<file path="config.mk">
export PLATFORM = sky130hd
export DESIGN_NAME = seq_alu
export DESIGN_NICKNAME = d
export VERILOG_FILES = /design/src/rtl/seq_alu.sv
export SDC_FILE = /design/constraint.sdc
export NUM_CORES = 1
export LEC_CHECK = 0
export ABC_AREA = 1
export CAP_MARGIN = 20
export CORE_MARGIN = 5
export CORE_UTILIZATION = 30
export DETAILED_ROUTE_END_ITERATION = 10
export PLACE_DENSITY_LB_ADDON = 0.15
export SYNTH_ARGS = -nofsm -noshare
export SYNTH_HDL_FRONTEND = slang
export SYNTH_SLANG_ARGS = --single-unit
</file>
<file path="constraint.sdc">
create_clock -name Clk -period 5.15 [get_ports Clk]
set_input_delay 1.03 -clock Clk [delete_from_list [all_inputs] [get_ports Clk]]
set_output_delay 1.03 -clock Clk [all_outputs]
set_load 0.03 [all_outputs]
</file>
<file path="src/rtl/seq_alu.sv">
// seq_alu: registered WIDTH-bit ALU with valid/ready handshakes, status flags
// and an iterative shift-add multiplier. One operation in flight at a time.
module seq_alu #(
    parameter int unsigned WIDTH = 32
) (
    input  logic             Clk,
    input  logic             Rst_n,
    input  logic [WIDTH-1:0] A,
    input  logic [WIDTH-1:0] B,
    input  logic [2:0]       Opcode,
    input  logic             In_valid,
    output logic             In_ready,
    output logic [WIDTH-1:0] Y,
    output logic             Out_valid,
    input  logic             Out_ready,
    output logic             Zero,
    output logic             Neg,
    output logic             Carry,
    output logic             Ovf
);

    localparam int unsigned SHW = $clog2(WIDTH);

    localparam logic [2:0] OP_ADD = 3'd0;
    localparam logic [2:0] OP_SUB = 3'd1;
    localparam logic [2:0] OP_AND = 3'd2;
    localparam logic [2:0] OP_OR  = 3'd3;
    localparam logic [2:0] OP_XOR = 3'd4;
    localparam logic [2:0] OP_SLT = 3'd5;
    localparam logic [2:0] OP_SHL = 3'd6;
    localparam logic [2:0] OP_MUL = 3'd7;

    typedef enum logic [1:0] {
        IDLE = 2'd0,
        EXEC = 2'd1,
        DONE = 2'd2
    } state_t;

    state_t state;
    state_t next_state;

    logic [WIDTH-1:0]   mcand;
    logic [2*WIDTH-1:0] acc;
    logic [SHW-1:0]     cnt;

    logic               accept;
    logic               mul_last;
    logic [WIDTH:0]     add_w;
    logic [WIDTH:0]     sub_w;
    logic [WIDTH-1:0]   alu_y;
    logic               alu_c;
    logic               alu_v;
    logic [WIDTH:0]     mul_sum;
    logic [2*WIDTH-1:0] acc_next;

    assign accept   = In_valid && (state == IDLE);
    assign mul_last = (state == EXEC) && (cnt == SHW'(WIDTH - 1));

    // State register
    always_ff @(posedge Clk or negedge Rst_n) begin
        if (!Rst_n) begin
            state <= IDLE;
        end else begin
            state <= next_state;
        end
    end

    // Next-state: accept in IDLE, step multiplier in EXEC, hold in DONE until consumed
    always_comb begin
        next_state = state;
        case (state)
            IDLE: begin
                if (In_valid) begin
                    next_state = (Opcode == OP_MUL) ? EXEC : DONE;
                end
            end
            EXEC: begin
                if (mul_last) begin
                    next_state = DONE;
                end
            end
            DONE: begin
                if (Out_ready) begin
                    next_state = IDLE;
                end
            end
            default: next_state = IDLE;
        endcase
    end

    // Single-cycle result and flags for the non-multiply opcodes
    always_comb begin
        add_w = {1'b0, A} + {1'b0, B};
        sub_w = {1'b0, A} - {1'b0, B};
        alu_y = '0;
        alu_c = 1'b0;
        alu_v = 1'b0;
        case (Opcode)
            OP_ADD: begin
                alu_y = add_w[WIDTH-1:0];
                alu_c = add_w[WIDTH];
                alu_v = (A[WIDTH-1] == B[WIDTH-1]) && (add_w[WIDTH-1] != A[WIDTH-1]);
            end
            OP_SUB: begin
                alu_y = sub_w[WIDTH-1:0];
                alu_c = sub_w[WIDTH];
                alu_v = (A[WIDTH-1] != B[WIDTH-1]) && (sub_w[WIDTH-1] != A[WIDTH-1]);
            end
            OP_AND: alu_y = A & B;
            OP_OR:  alu_y = A | B;
            OP_XOR: alu_y = A ^ B;
            OP_SLT: alu_y = {{(WIDTH-1){1'b0}}, ($signed(A) < $signed(B))};
            OP_SHL: alu_y = A << B[SHW-1:0];
            default: alu_y = '0;
        endcase
    end

    // One shift-add step: conditionally add multiplicand to the high half, shift right
    always_comb begin
        mul_sum  = {1'b0, acc[2*WIDTH-1:WIDTH]} + {1'b0, mcand & {WIDTH{acc[0]}}};
        acc_next = {mul_sum, acc[WIDTH-1:1]};
    end

    // Datapath: register simple results on accept, run the multiplier in EXEC
    always_ff @(posedge Clk or negedge Rst_n) begin
        if (!Rst_n) begin
            mcand <= '0;
            acc   <= '0;
            cnt   <= '0;
            Y     <= '0;
            Zero  <= 1'b0;
            Neg   <= 1'b0;
            Carry <= 1'b0;
            Ovf   <= 1'b0;
        end else if (accept) begin
            if (Opcode == OP_MUL) begin
                mcand <= A;
                acc   <= {{WIDTH{1'b0}}, B};
                cnt   <= '0;
            end else begin
                Y     <= alu_y;
                Zero  <= (alu_y == '0);
                Neg   <= alu_y[WIDTH-1];
                Carry <= alu_c;
                Ovf   <= alu_v;
            end
        end else if (state == EXEC) begin
            acc <= acc_next;
            cnt <= cnt + SHW'(1);
            if (mul_last) begin
                Y     <= acc_next[WIDTH-1:0];
                Zero  <= (acc_next[WIDTH-1:0] == '0);
                Neg   <= acc_next[WIDTH-1];
                Carry <= |acc_next[2*WIDTH-1:WIDTH];
                Ovf   <= 1'b0;
            end
        end
    end

    // Handshake outputs registered from the next state; both low while in reset
    always_ff @(posedge Clk or negedge Rst_n) begin
        if (!Rst_n) begin
            In_ready  <= 1'b0;
            Out_valid <= 1'b0;
        end else begin
            In_ready  <= (next_state == IDLE);
            Out_valid <= (next_state == DONE);
        end
    end

endmodule

</file>
==> results of run 1 <==
sequential cells by signal (all words and copies together), names as in the netlist:
register / count
cnt: 5
state: 2
In_ready: 1
acc: 64
Zero: 1
Y: 32
mcand: 32
Out_valid: 1
Ovf: 1
Carry: 1
cells in the mapped netlist, types with 8 or more instances:
cell	n	area [um2]
ha_1	148	1852
o21ai_0	134	670.6
clkbuf_1	39	146.4
buf_1	8	30.03
xnor2_1	10	87.58
o211ai_1	46	345.3
nor2_1	238	893.4
nand3b_1	12	90.09
nor3_1	22	110.1
xor2_1	8	70.07
nand4_1	36	225.2
nand3_1	299	1496
nand2_1	894	3356
a21oi_1	127	635.6
buf_4	14	105.1
dfrtp_1	140	3503
o221ai_1	21	183.9
nor2_2	20	125.1
o22ai_1	23	143.9
nor4_1	10	62.56
inv_1	368	1381
o21bai_1	8	60.06
buf_2	27	135.1
inv_2	14	52.55
metal layers:
layer	vias to the layer above	global-route usage, %	part of all wire, %	wire length [um]
li1	8978	-	-	-
met1	9013	36.64	45	36550
met2	693	43.18	45	36660
met3	108	2.641	5.8	4708
met4	0	8.645	3.5	2815
met5	-	0	0	0
through the flow:
stage / instances / hold slack, ps / setup WS [ps] / power [uW]
floorplan: 2732 / 446.1 / 1795 / 3520
global placement: 3490 / 469.3 / 237.1 / 4636
detailed placement: 3490 / 469.9 / 339.2 / 4621
CTS: 3520 / 477.9 / 784.4 / 5919
global route: 3520 / 488.0 / 527.8 / 6335
finish: 3520 / 479.7 / 737.0 / 5922
worst reg2reg max path: cells and delay by family (launching register included):
| kind | cells | cell delay (ps) |
|---|---|---|
| and+or+nand+nor | 2 | 1100 |
| buffers and inverters | 3 | 970 |
| AOI/OAI and AO/OA | 1 | 710 |
| DFF | 1 | 390 |
final timing paths:
path                           from        end  slack (ps)  cells past startpoint
setup / recovery               A[0]       Zero         740                     21
hold / removal             state[0]  Out_valid         480                      1
setup reg to reg           state[0]  mcand[13]        1790                      6
hold reg to reg            state[0]  Out_valid         480                      1
max in group asynchronous     Rst_n  mcand[21]        3510                      2
min in group asynchronous     Rst_n    acc[39]         630                      1
where the power goes:
group	switching [uW]	total (uW)	internal [uW]
Combinational	1910	2890	974
Sequential	294	1760	1470
Clock	513	1270	760
Total	2720	5920	3200
layout make-up:
cell class / count / share of cell area [%]
Sequential cell: 140 / 18.65
Clock inverter: 13 / 0.8927
Clock buffer: 17 / 2.265
Tap cell: 696 / 4.637
Inverter: 385 / 7.714
Multi-Input combinational cell: 2109 / 57.96
Timing Repair Buffer: 160 / 7.881
cells by family after synthesis:
group / count (synthesis) / synth area share [%]
adder cells (fa/ha/maj): 151 / 11.71
XOR/XNOR: 18 / 0.9652
AO/OA/AOI/OAI: 395 / 14.18
AND/OR/NAND/NOR: 1545 / 39.60
flip-flops: 140 / 21.45
buffers and inverters: 483 / 12.10
==> impl_metrics.tcl, run 1 <==
set metrics [dict create \
    status "finished clean" \
    placed_cell_area_mm2 0.01819 \
    nets 3035 \
    slowest_stage "clkdlybuf4s50_1" \
    finalSetupTns_ps 0 \
    multi_input_area_mm2 0.01089 \
    n_antenna_cell 0 \
    fin_crit_ps 4413 \
    slew_headroom_pct 41.95 \
    cts_tree "done" \
    synth-seq-cells 140 \
    hold_violations 0 \
    crit_chain "clkdlybuf4s50_1, inv_1, ha_1, fa_1, inv_1, nand2_1, nand2_1, nand3_1, nand2_1, nand2_1, nand2_1, nand2_1, nand3_1, nand3_1, nor2_1, nand2_1, nor2_1, nand2_1, nor2_1, nand2_1, a21oi_2" \
    hpwl_um 67140 \
    synthesis.nets 2954 \
    utilization_pct 34.83 \
    hold_path_class "flip-flop to flip-flop" \
    ys_seq_area_share_pct 21.45 \
    cts_setup_buffers 0 \
    syn_inst 2732 \
    cp.required_ps 5510 \
    ant_nets 0 \
    grt.overflow.total 0 \
    core_mm2 0.05392 \
    grtUsageTotal_pct 26.39 \
    start_util_pct 30.29 \
    die_y_um 243.3 \
    clk_path_buf_depth 2 \
    endpoint_kind "flip-flop" \
    vias 18790 \
    ir_drop_mv 0.2372 \
    drive_above_1_share_pct 5.028 \
    drc_errors 0 \
    cp-start-kind "input port" \
    synth_enable_flop_cells 0 \
    crit_fanout 4 \
    synth-async-reset-ratio_pct 100.0 \
    synth_area_mm2 0.01633 \
    clock_latency_ps 430 \
    cts.sink_count 140 \
    drt_pass1_iterations 6 \
    drv_cap 0 \
    path_delay_family "simple AND/OR/NAND/NOR gates" \
    antenna_found_initial 1 \
    cts_resized 0 \
    synth_warnings 0 \
    pin_count 109 \
    final.period_utilization_pct 85.69 \
    cts_buffers 17 \
    grt_max_degree 77 \
    design_area_mm2 0.01878 \
    rows 85 \
    layout_common_cells "nand2_1 (894), inv_1 (367), nand3_1 (299)" \
    p_leak_uw 0.009837 \
    dieArea_mm2 0.05921 \
    grt_pass1_vias 18580 \
    path_clk_slew_ps 60 \
    cts-root-buf "clkbuf_16" \
    rsz0062_at_grt "false" \
    htreeDepth 4 \
    postRouteWirelength_um 80730 \
    vias_per_cell 5.339 \
    area_delta_synth_final_pct 14.99 \
    wl_per_cell_um 22.94 \
    critPathMaxStageDelay_ps 580 \
    drt-initial-drc-count 1893 \
    cts_hold_buf 0 \
    yosysUniqueCellTypes 50 \
    worstSetupPathType "input port to flip-flop" \
    worst-path-buf-inv 3 \
    pwr_density_cell_mw_per_mm2 315.3 \
    worst_ep_arrival_time_ps 4780 \
    grt_pass1_wl_um 118800 \
    io_buffers 108 \
    finClkSkew_ps 11.42 \
    seq_area_mm2 0.003503 \
    die_w_um 243.3 \
    max_freq_mhz 226.6 \
    avgSynthCellArea_um2 5.978 \
    routabilityCongestion 1.064 \
    tightest_slew_ps 861.6 \
    drv_slew 0 \
    nFillCells 6016 \
    synth_ff_type "dfrtp_1" \
    layout_commonest_cell "nand2_1" \
    crit_path_frequent_cell "nand2_1" \
    setup-violations-final 0 \
]
Note: power is estimated with default switching activity, not from simulation.
==> run 2, diff against run 1 <==
CORE_UTILIZATION = 59   (was 30)
==> run 2 against run 1 <==
  * Count of clock-buffer cells in the layout is 2 higher
  * Clock skew is 5.3 ps higher
  * First-iteration DRC count rose by 86%
  * Global-route usage rose by 17 points
  * Via count up 6.7%
  * Die area is 47% lower
  * Wire length is 13% lower
  * Worst hold slack worse by 88 ps
  * Worst setup slack improved by 69 ps
  * Sequential power is essentially flat
  * Core utilization increased by 32 points
  * Critical endpoint unchanged
  * Largest cell class unchanged
==> impl_metrics.tcl, run 2 (same netlist as run 1, synthesis figures left out) <==
set metrics [dict create \
    postRouteWirelength_um 69880 \
    die_y_um 176.4 \
    slew_headroom_pct 27.41 \
    grt_pass1_vias 18710 \
    critPathMaxStageDelay_ps 460 \
    drc_errors 0 \
    drt-initial-drc-count 3514 \
    final.period_utilization_pct 84.35 \
    start_util_pct 59.28 \
    grt.overflow.total 0 \
    status "finished clean" \
    clk_path_buf_depth 2 \
    timing.rr.end "Carry" \
    drv_cap 0 \
    vias_per_cell 6.281 \
    crit_fanout 46 \
    cts_buffers 17 \
    rows 61 \
    endpoint_kind "flip-flop" \
    power.total_uw 5849 \
    cts_tree "done" \
    path_delay_family "simple AND/OR/NAND/NOR gates" \
    n_antenna_cell 0 \
    p_leak_uw 0.009769 \
    crit_chain "clkdlybuf4s50_1, buf_4, ha_1, fa_1, inv_1, nand2_1, a21oi_1, nand2_1, nand2_1, nor2_1, nor2_1, nand3_1, nor2_1, nand2_1, nor2_1, nand2_1, nor2_1, nand2_1, nor2_1, nand2_1, a21oi_2" \
    finalSetupTns_ps 0 \
    top_register "acc" \
    pin_count 109 \
    finClkSkew_ps 16.67 \
    die_w_um 176.4 \
    largest_register_ffs 64 \
    layout_commonest_cell "nand2_1" \
    setup-violations-final 0 \
    layout_common_cells "nand2_1 (894), inv_1 (367), nand3_1 (299)" \
    cts_hold_buf 0 \
    worst_ep_arrival_time_ps 4690 \
    cp.required_ps 5500 \
    multi_input_area_mm2 0.01087 \
    cts_resized 0 \
    cts.sink_count 140 \
    wl_per_cell_um 21.88 \
    reg2reg_depth 19 \
    max_freq_mhz 230.2 \
    antenna_found_initial 1 \
    hold_violations 0 \
    worst-path-buf-inv 3 \
    design_area_mm2 0.01829 \
    seq_area_mm2 0.003503 \
    dieArea_mm2 0.03111 \
    drt_pass1_iterations 9 \
    r2r_setup_slack_ps 1410 \
    drv_slew 0 \
    nets 3025 \
    routabilityCongestion 1.126 \
    drive_above_1_share_pct 4.688 \
    vias 20060 \
    slowest_stage "fa_1" \
    pwr_density_cell_mw_per_mm2 319.7 \
    crit_path_frequent_cell "nand2_1" \
    worstSetupPathType "input port to flip-flop" \
    path_clk_slew_ps 70 \
    htreeDepth 4 \
    ant_nets 0 \
    clock_latency_ps 420 \
    hold_path_class "input port to asynchronous set/reset pin" \
    core_mm2 0.02755 \
    cts_setup_buffers 0 \
    top_regs "acc x64, Y x32, mcand x32" \
    grtUsageTotal_pct 43.66 \
    io_buffers 108 \
    cp-start-kind "input port" \
    ir_drop_mv 0.2491 \
    r2r_start "acc[0]" \
    placed_cell_area_mm2 0.01769 \
    nFillCells 2493 \
    fin_crit_ps 4344 \
    rsz0062_at_grt "false" \
    cts-root-buf "clkbuf_16" \
    area_delta_synth_final_pct 12.00 \
    hpwl_um 55800 \
    tightest_slew_ps 1089 \
    grt_pass1_wl_um 105400 \
    grt_max_degree 112 \
]
==> run 2: cell count changes in the layout (fill, tap and decap cells not counted), moves of 2 or more <==
| cell | delta |
|---|---|
| bufinv_16 | -2 |
| inv_8 | +2 |
| buf_4 | -10 |
| clkinvlp_4 | +3 |
| clkinv_2 | -2 |
==> run 2: through the flow <==
stage | std cells | utilization (%) | hold WS [ps] | worst slack (ps)
5_1_grt | 3194 | 66.40 | 388.1 | 721.9
6_report | 3194 | 66.40 | 391.9 | 805.8
3_5_place_dp | 3161 | 64.20 | 473.0 | 550.7
3_3_place_gp | 3161 | 64.20 | 466.4 | 578.7
4_1_cts | 3193 | 66.30 | 490.8 | 984.3
2_1_floorplan | 2732 | - | 446.1 | 1795
==> run 2: cell type report <==
type	count	area share, %
multi-input combinational	2109	59.44
sequential	140	19.15
inverter	385	7.920
timing repair buffer	150	7.749
tap	378	2.585
clock buffer	19	2.421
clock inverter	13	0.7318
==> run 2: how the worst max path moves through the flow <==
| stage | start | slack, ps | cells past startpoint | end |
|---|---|---|---|---|
| after floorplan | B[3] | 1800 | 22 | Zero |
| after global placement | B[0] | 580 | 21 | Zero |
| after detailed placement | B[0] | 550 | 21 | Zero |
| after CTS | B[0] | 980 | 21 | Zero |
| after global routing | B[0] | 720 | 21 | Zero |
| final | B[0] | 810 | 21 | Zero |
==> run 2: metal layers <==
layer | share of wire, % | global-route usage [%] | vias up
met5 | 0 | 0 | -
met3 | 14 | 11.52 | 322
met4 | 6.6 | 22.47 | 0
met1 | 37 | 56.15 | 9113
li1 | - | - | 8983
met2 | 43 | 67.75 | 1642
==> run 2: worst reg2reg max path, delay by kind of cell (launching register included) <==
family / cells / cell delay [ps]
and+or+nand+nor: 15 / 1790
AOI/OAI and AO/OA: 1 / 250
adders and majority gates: 2 / 460
DFF: 1 / 1060
buffers and inverters: 1 / 100
==> run 2: power breakdown <==
| group | total, uW | switching, uW | internal, uW | leakage, uW |
|---|---|---|---|---|
| clock network | 1210 | 517 | 690 | 0.000267 |
| logic | 2860 | 1890 | 969 | 0.00772 |
| registers | 1790 | 320 | 1470 | 0.00178 |
| total | 5850 | 2720 | 3120 | 0.00977 |
